### config.mk
export PLATFORM = sky130hd
export DESIGN_NAME = hazard_ctrl_flat
export DESIGN_NICKNAME = d
export VERILOG_FILES = /design/src/rtl/hazard_ctrl_if.sv /design/src/rtl/hazard_ctrl.sv /design/src/flat_wrapper.sv
export SDC_FILE = /design/constraint.sdc
export NUM_CORES = 1
export LEC_CHECK = 0
export ABC_AREA = 1
export BUFFER_PORTS_ARGS = -buffer_cell sky130_fd_sc_hd__buf_4
export CORE_MARGIN = 2
export CORE_UTILIZATION = 56
export CTS_CLUSTER_DIAMETER = 80
export DETAILED_ROUTE_END_ITERATION = 8
export GPL_TIMING_DRIVEN = 1
export PLACE_DENSITY = 0.9
export SYNTH_ARGS = -nofsm -noshare
export SYNTH_HDL_FRONTEND = slang
export SYNTH_SLANG_ARGS = --single-unit
### constraint.sdc
create_clock -name clk -period 3.6 [get_ports clk]
set_input_delay 0.72 -clock clk [delete_from_list [all_inputs] [get_ports clk]]
set_output_delay 0.72 -clock clk [all_outputs]
set_load 0.01 [all_outputs]
### src/rtl/hazard_ctrl_if.sv
// Pipeline hazard-control bundle: hazard operands from ID/EX/MEM and the
// stall/flush controls returned to the pipeline registers.
interface hazard_ctrl_if;
  logic [4:0]  ID_rs;
  logic [4:0]  ID_rt;
  logic        ID_UsesRt;
  logic [2:0]  ID_PCsrc;
  logic        IDEX_MemRd;
  logic        IDEX_RegWr;
  logic [4:0]  IDEX_rdes;
  logic        EXMEM_MemRd;
  logic [4:0]  EXMEM_rdes;
  logic        EX_BranchTaken;
  logic        PC_Wr;
  logic        IFID_Wr;
  logic        IFID_Flush;
  logic        IDEX_Flush;
  logic        ctrl_state;
  logic [15:0] stall_cnt;
  logic [15:0] flush_cnt;

  // The pipeline drives the hazard operands and consumes the controls.
  modport master (
    output ID_rs, ID_rt, ID_UsesRt, ID_PCsrc,
    output IDEX_MemRd, IDEX_RegWr, IDEX_rdes,
    output EXMEM_MemRd, EXMEM_rdes, EX_BranchTaken,
    input  PC_Wr, IFID_Wr, IFID_Flush, IDEX_Flush,
    input  ctrl_state, stall_cnt, flush_cnt
  );

  modport slave (
    input  ID_rs, ID_rt, ID_UsesRt, ID_PCsrc,
    input  IDEX_MemRd, IDEX_RegWr, IDEX_rdes,
    input  EXMEM_MemRd, EXMEM_rdes, EX_BranchTaken,
    output PC_Wr, IFID_Wr, IFID_Flush, IDEX_Flush,
    output ctrl_state, stall_cnt, flush_cnt
  );
endinterface

### src/rtl/hazard_ctrl.sv
// Hazard controller for a 5-stage MIPS-style pipeline: load-use and
// jr-behind-load stalls, taken-branch flushes, and saturating event counters.
module hazard_ctrl (
  input  logic          clk,
  input  logic          reset,
  hazard_ctrl_if.slave  bus
);

  typedef enum logic {
    RUN   = 1'b0,
    STALL = 1'b1
  } state_t;

  localparam logic [2:0]  PC_J  = 3'b010;
  localparam logic [2:0]  PC_JR = 3'b011;
  localparam logic [15:0] CNT_MAX = 16'hFFFF;

  state_t      state_q, state_d;
  logic [1:0]  remain_q, remain_d;
  logic [15:0] stall_cnt_q, flush_cnt_q;

  logic        is_jr, is_jump;
  logic        lu_hz, jr2_hz, jr1_hz;
  logic [1:0]  need;

  logic        pc_wr, ifid_wr, ifid_flush, idex_flush;
  logic        stall_cycle, flush_cycle;

  // ALU results are forwarded, so a register write in EX never forces a stall.
  logic        unused_regwr;
  assign unused_regwr = bus.IDEX_RegWr;

  // Hazard detection; register 0 is hard-wired and never a real dependency.
  always_comb begin
    is_jr   = (bus.ID_PCsrc == PC_JR);
    is_jump = (bus.ID_PCsrc == PC_J) || is_jr;

    lu_hz  = bus.IDEX_MemRd && (bus.IDEX_rdes != 5'd0) &&
             ((bus.IDEX_rdes == bus.ID_rs) ||
              (bus.ID_UsesRt && (bus.IDEX_rdes == bus.ID_rt)));
    jr2_hz = is_jr && bus.IDEX_MemRd && (bus.IDEX_rdes != 5'd0) &&
             (bus.IDEX_rdes == bus.ID_rs);
    jr1_hz = is_jr && bus.EXMEM_MemRd && (bus.EXMEM_rdes != 5'd0) &&
             (bus.EXMEM_rdes == bus.ID_rs) && !jr2_hz;

    if (jr2_hz)               need = 2'd2;
    else if (jr1_hz || lu_hz) need = 2'd1;
    else                      need = 2'd0;
  end

  // NOTE: every signal driven here gets a default first, so no path through
  // the if/else chain can leave a value unassigned and infer a latch.
  always_comb begin
    state_d     = state_q;
    remain_d    = remain_q;
    pc_wr       = 1'b1;
    ifid_wr     = 1'b1;
    ifid_flush  = 1'b0;
    idex_flush  = 1'b0;
    stall_cycle = 1'b0;

    if (reset) begin
      pc_wr      = 1'b0;
      ifid_wr    = 1'b0;
      ifid_flush = 1'b1;
      idex_flush = 1'b1;
      state_d    = RUN;
      remain_d   = 2'd0;
    end else if (bus.EX_BranchTaken) begin
      // A taken branch squashes everything younger, including any hazard.
      ifid_flush = 1'b1;
      idex_flush = 1'b1;
      state_d    = RUN;
      remain_d   = 2'd0;
    end else if (state_q == STALL) begin
      stall_cycle = 1'b1;
      if (remain_q <= 2'd1) begin
        state_d  = RUN;
        remain_d = 2'd0;
      end else begin
        remain_d = remain_q - 2'd1;
      end
    end else if (need != 2'd0) begin
      stall_cycle = 1'b1;
      if (need == 2'd2) begin
        state_d  = STALL;
        remain_d = 2'd1;
      end
    end else begin
      ifid_flush = is_jump;
    end

    if (stall_cycle) begin
      pc_wr      = 1'b0;
      ifid_wr    = 1'b0;
      ifid_flush = 1'b0;
      idex_flush = 1'b1;
    end

    flush_cycle = !reset && !stall_cycle && (ifid_flush || idex_flush);
  end

  // NOTE: sequential state uses non-blocking assignments so every register
  // samples the pre-edge values regardless of statement order.
  always_ff @(posedge clk) begin
    if (reset) begin
      state_q     <= RUN;
      remain_q    <= 2'd0;
      stall_cnt_q <= 16'd0;
      flush_cnt_q <= 16'd0;
    end else begin
      state_q  <= state_d;
      remain_q <= remain_d;
      if (stall_cycle && (stall_cnt_q != CNT_MAX))
        stall_cnt_q <= stall_cnt_q + 16'd1;
      if (flush_cycle && (flush_cnt_q != CNT_MAX))
        flush_cnt_q <= flush_cnt_q + 16'd1;
    end
  end

  assign bus.PC_Wr      = pc_wr;
  assign bus.IFID_Wr    = ifid_wr;
  assign bus.IFID_Flush = ifid_flush;
  assign bus.IDEX_Flush = idex_flush;
  assign bus.ctrl_state = (state_q == STALL);
  assign bus.stall_cnt  = stall_cnt_q;
  assign bus.flush_cnt  = flush_cnt_q;

endmodule
### src/flat_wrapper.sv
// flat-port wrapper written by rule: the top's interface ports become plain ports
module hazard_ctrl_flat 
  (clk, reset, bus_ID_rs, bus_ID_rt, bus_ID_UsesRt, bus_ID_PCsrc, bus_IDEX_MemRd, bus_IDEX_RegWr, bus_IDEX_rdes, bus_EXMEM_MemRd, bus_EXMEM_rdes, bus_EX_BranchTaken, bus_PC_Wr, bus_IFID_Wr, bus_IFID_Flush, bus_IDEX_Flush, bus_ctrl_state, bus_stall_cnt, bus_flush_cnt);
  hazard_ctrl_if bus_i ();
  input  logic clk;
  input  logic reset;
  input wire logic [$bits(bus_i.ID_rs)-1:0] bus_ID_rs;
  input wire logic [$bits(bus_i.ID_rt)-1:0] bus_ID_rt;
  input wire logic [$bits(bus_i.ID_UsesRt)-1:0] bus_ID_UsesRt;
  input wire logic [$bits(bus_i.ID_PCsrc)-1:0] bus_ID_PCsrc;
  input wire logic [$bits(bus_i.IDEX_MemRd)-1:0] bus_IDEX_MemRd;
  input wire logic [$bits(bus_i.IDEX_RegWr)-1:0] bus_IDEX_RegWr;
  input wire logic [$bits(bus_i.IDEX_rdes)-1:0] bus_IDEX_rdes;
  input wire logic [$bits(bus_i.EXMEM_MemRd)-1:0] bus_EXMEM_MemRd;
  input wire logic [$bits(bus_i.EXMEM_rdes)-1:0] bus_EXMEM_rdes;
  input wire logic [$bits(bus_i.EX_BranchTaken)-1:0] bus_EX_BranchTaken;
  output wire logic [$bits(bus_i.PC_Wr)-1:0] bus_PC_Wr;
  output wire logic [$bits(bus_i.IFID_Wr)-1:0] bus_IFID_Wr;
  output wire logic [$bits(bus_i.IFID_Flush)-1:0] bus_IFID_Flush;
  output wire logic [$bits(bus_i.IDEX_Flush)-1:0] bus_IDEX_Flush;
  output wire logic [$bits(bus_i.ctrl_state)-1:0] bus_ctrl_state;
  output wire logic [$bits(bus_i.stall_cnt)-1:0] bus_stall_cnt;
  output wire logic [$bits(bus_i.flush_cnt)-1:0] bus_flush_cnt;
  assign bus_i.ID_rs = bus_ID_rs;
  assign bus_i.ID_rt = bus_ID_rt;
  assign bus_i.ID_UsesRt = bus_ID_UsesRt;
  assign bus_i.ID_PCsrc = bus_ID_PCsrc;
  assign bus_i.IDEX_MemRd = bus_IDEX_MemRd;
  assign bus_i.IDEX_RegWr = bus_IDEX_RegWr;
  assign bus_i.IDEX_rdes = bus_IDEX_rdes;
  assign bus_i.EXMEM_MemRd = bus_EXMEM_MemRd;
  assign bus_i.EXMEM_rdes = bus_EXMEM_rdes;
  assign bus_i.EX_BranchTaken = bus_EX_BranchTaken;
  assign bus_PC_Wr = bus_i.PC_Wr;
  assign bus_IFID_Wr = bus_i.IFID_Wr;
  assign bus_IFID_Flush = bus_i.IFID_Flush;
  assign bus_IDEX_Flush = bus_i.IDEX_Flush;
  assign bus_ctrl_state = bus_i.ctrl_state;
  assign bus_stall_cnt = bus_i.stall_cnt;
  assign bus_flush_cnt = bus_i.flush_cnt;
  hazard_ctrl u_core (.clk(clk), .reset(reset), .bus(bus_i));
endmodule
==> out/summary.txt <==
power per cell area = 275 nW/µm²
Boundary Pins = 67
share of cells above drive strength 1 = 0.203
CTS max path bufs = 2
status = complete, no violations
Die Wd = 68.5 µm
WP data arrival = 1.89 ns
footprint of the multi-input gates = 1400 µm²
fill cell count = 334
Netlist cell types = 28
Starting Density = 0.582
Worst-path clk slew = 0.07 ns
hold buffers post-CTS = 0
Global Route Usage Sum = 0.274
CTS tree = yes
Final Wtd Congestion = 0.895
Num CTS Buffers = 5
IO buf count = 65
largest net degree at the start of global routing = 29
Max IR drop VDD = 200 µV
Crit Path Max Fanout = 4
Via Count = 2603
Worst setup SP type = input port
H-Tree Depth = 2
Setup Skew = 0.00522 ns
placed instance area = 2840 µm²
setup_tns = 0 ns
Max Fclk = 383 MHz
Crit path required time = 2.88 ns
RSZ-0062 raised after global routing = no
final net count = 459
site row count = 23
syn nets = 395
Yosys reg bits = 35
cts repair resizes = 0
drt drc = 0
leakage = 1.30 nW
Seq/Total Area, Yosys = 0.301
number of clock sinks = 35
final instance area = 2940 µm²
Slew Viols, Final = 0
Reg area = 701 µm²
final hold violations = 0
DR vias/cell = 5.45
initial DRC count = 213
Mapped Cells = 363
DIE AREA = 4690 µm²
Max Cap Viol = 0
Setup crit end kind = output port
Final Critical Period = 2.61 ns
Worst Tran Pin Value = 0.588 ns
syn_area_per_cell = 6.42 µm²
first-pass GRT wire length = 9870 µm
n_diodes = 0
area grow syn2layout = 26.0%
top-area cell type share of the netlist area = 0.301
wire per inst = 12.2 µm
Yosys top cell by area = dfxtp_1
synth top area cells = dfxtp_1 30%, nand2_1 14%, a21oi_1 6.9%, nor2_1 6.8%, xor2_1 6.8%
type of the worst setup path = in2out
TritonRoute pass-1 iters = 4
Skew-Pair Late Insertion Delay = 0.29 ns
antenna-violating nets left = 0
initial antenna violation count = 0
setup bufs post-CTS = 0
Warnings, synthesis = 0
slew margin rel. = 0.607
Synth Cell Area = 2330 µm²
# setup viols final = 0
die height = 68.5 µm
WL final = 5850 µm
GRT overflow = 0
clock root buffer = clkbuf_8
vias in the first global route = 2358
detailed placement HPWL = 4340 µm
hold crit path type = reg2reg
Core ar. = 4000 µm²
final period utilization = 0.725
## final cells by class
class | instances | area share
Inverter | 44 | 0.0562
Clock buffer | 8 | 0.0341
Tap cell | 50 | 0.0213
Timing Repair Buffer | 68 | 0.174
Sequential cell | 35 | 0.239
Multi-Input combinational cell | 273 | 0.476
## sequential cells by signal, summed over array words and instances (netlist names)
name / flops
u_core.bus.flush_cnt: 16
u_core.bus.stall_cnt: 16
u_core.bus.ctrl_state: 1
u_core.remain_q: 2
## critical path: stages
cell     delay, ns
buf_4         0.12
nor2_1        0.10
nand3_1       0.07
o21ai_1       0.15
nor2_1        0.08
nor2_2        0.19
nand2_1       0.12
a21oi_4       0.19
buf_4         0.15
## where the power goes
part | switching, W | total, W | leakage [nW] | internal (W)
clock network | 0.000136 | 0.000311 | 0.0515 | 0.000175
logic | 0.0000578 | 0.000103 | 0.970 | 0.0000455
registers | 0.00000401 | 0.000394 | 0.282 | 0.000390
## cell families (layout without fill, tap and decap cells)
group / after synthesis / count (layout) / share of synthesized area
AOI/OAI and AO/OA: 43 / 43 / 0.100
xor gates and xnor gates: 25 / 25 / 0.0940
adders and majority gates: 2 / 2 / 0.0107
buffers and inverters: 55 / 120 / 0.0994
DFF: 35 / 35 / 0.301
and+or+nand+nor: 203 / 203 / 0.395
## worst paths after layout
check / cells past startpoint / startpoint / to / slack [ns]
setup reg to reg: 9 / u_core.bus.stall_cnt[4]$_SDFFE_PP0P_ / u_core.bus.stall_cnt[3]$_SDFFE_PP0P_ / 1.16
hold reg to reg: 2 / u_core.bus.flush_cnt[13]$_SDFFE_PP0P_ / u_core.bus.flush_cnt[13]$_SDFFE_PP0P_ / 0.49
setup / recovery: 9 / bus_IDEX_rdes[3] / bus_IFID_Wr / 0.99
hold / removal: 2 / u_core.bus.flush_cnt[13]$_SDFFE_PP0P_ / u_core.bus.flush_cnt[13]$_SDFFE_PP0P_ / 0.49
## through the flow
| stage | hold WS, ns | setup slack [ns] | instances | utilization | power [W] |
|---|---|---|---|---|---|
| after CTS | 0.484 | 0.992 | 478 | 0.734 | 0.000813 |
| after global placement | 0.468 | 1.02 | 470 | 0.709 | 0.000500 |
| after global routing | 0.517 | 0.879 | 478 | 0.734 | 0.000844 |
| after floorplan | 0.458 | 0.997 | 363 | - | 0.000458 |
| final | 0.487 | 0.990 | 478 | 0.734 | 0.000808 |
| after detailed placement | 0.474 | 1.00 | 470 | 0.709 | 0.000505 |
## cell usage in the layout (no fill, tap or decap)
cell type / instances
nand2_1: 89
buf_4: 68
nor2_1: 42
inv_1: 41
dfxtp_1: 35
a21oi_1: 32
nand3_1: 30
nand4_1: 22
xor2_1: 18
nor3_1: 9
xnor2_1: 7
clkbuf_8: 7
o21ai_0: 6
inv_2: 3
o21ai_1: 2
nor2_2: 2
nand2_2: 2
nor3b_1: 2
nor4_1: 2
ha_1: 2
a21oi_4: 1
nand4_2: 1
nand3_4: 1
a21oi_2: 1
nor3b_2: 1
o2111ai_1: 1
clkbuf_1: 1
## synthesized netlist by cell type
library cell   n
nand2_1       89
nor2_1        42
inv_1         41
dfxtp_1       35
a21oi_1       32
nand3_1       30
nand4_1       22
xor2_1        18
nor3_1         9
xnor2_1        7
o21ai_0        6
clkbuf_1       5
inv_2          3
buf_2          2
buf_4          2
buf_6          2
ha_1           2
nand2_2        2
nor2_2         2
nor3b_1        2
nor4_1         2
o21ai_1        2
a21oi_2        1
a21oi_4        1
nand3_4        1
nand4_2        1
nor3b_2        1
o2111ai_1      1
## layer usage
| metal | GRT usage | up-vias | wire, µm |
|---|---|---|---|
| met5 | 0 | - | 0 |
| met4 | 0.108 | 0 | 80 |
| met3 | 0.0584 | 10 | 390 |
| met2 | 0.482 | 96 | 3020 |
| met1 | 0.324 | 1182 | 2360 |
| li1 | - | 1315 | - |
Note: power is estimated with default switching activity, not from simulation.
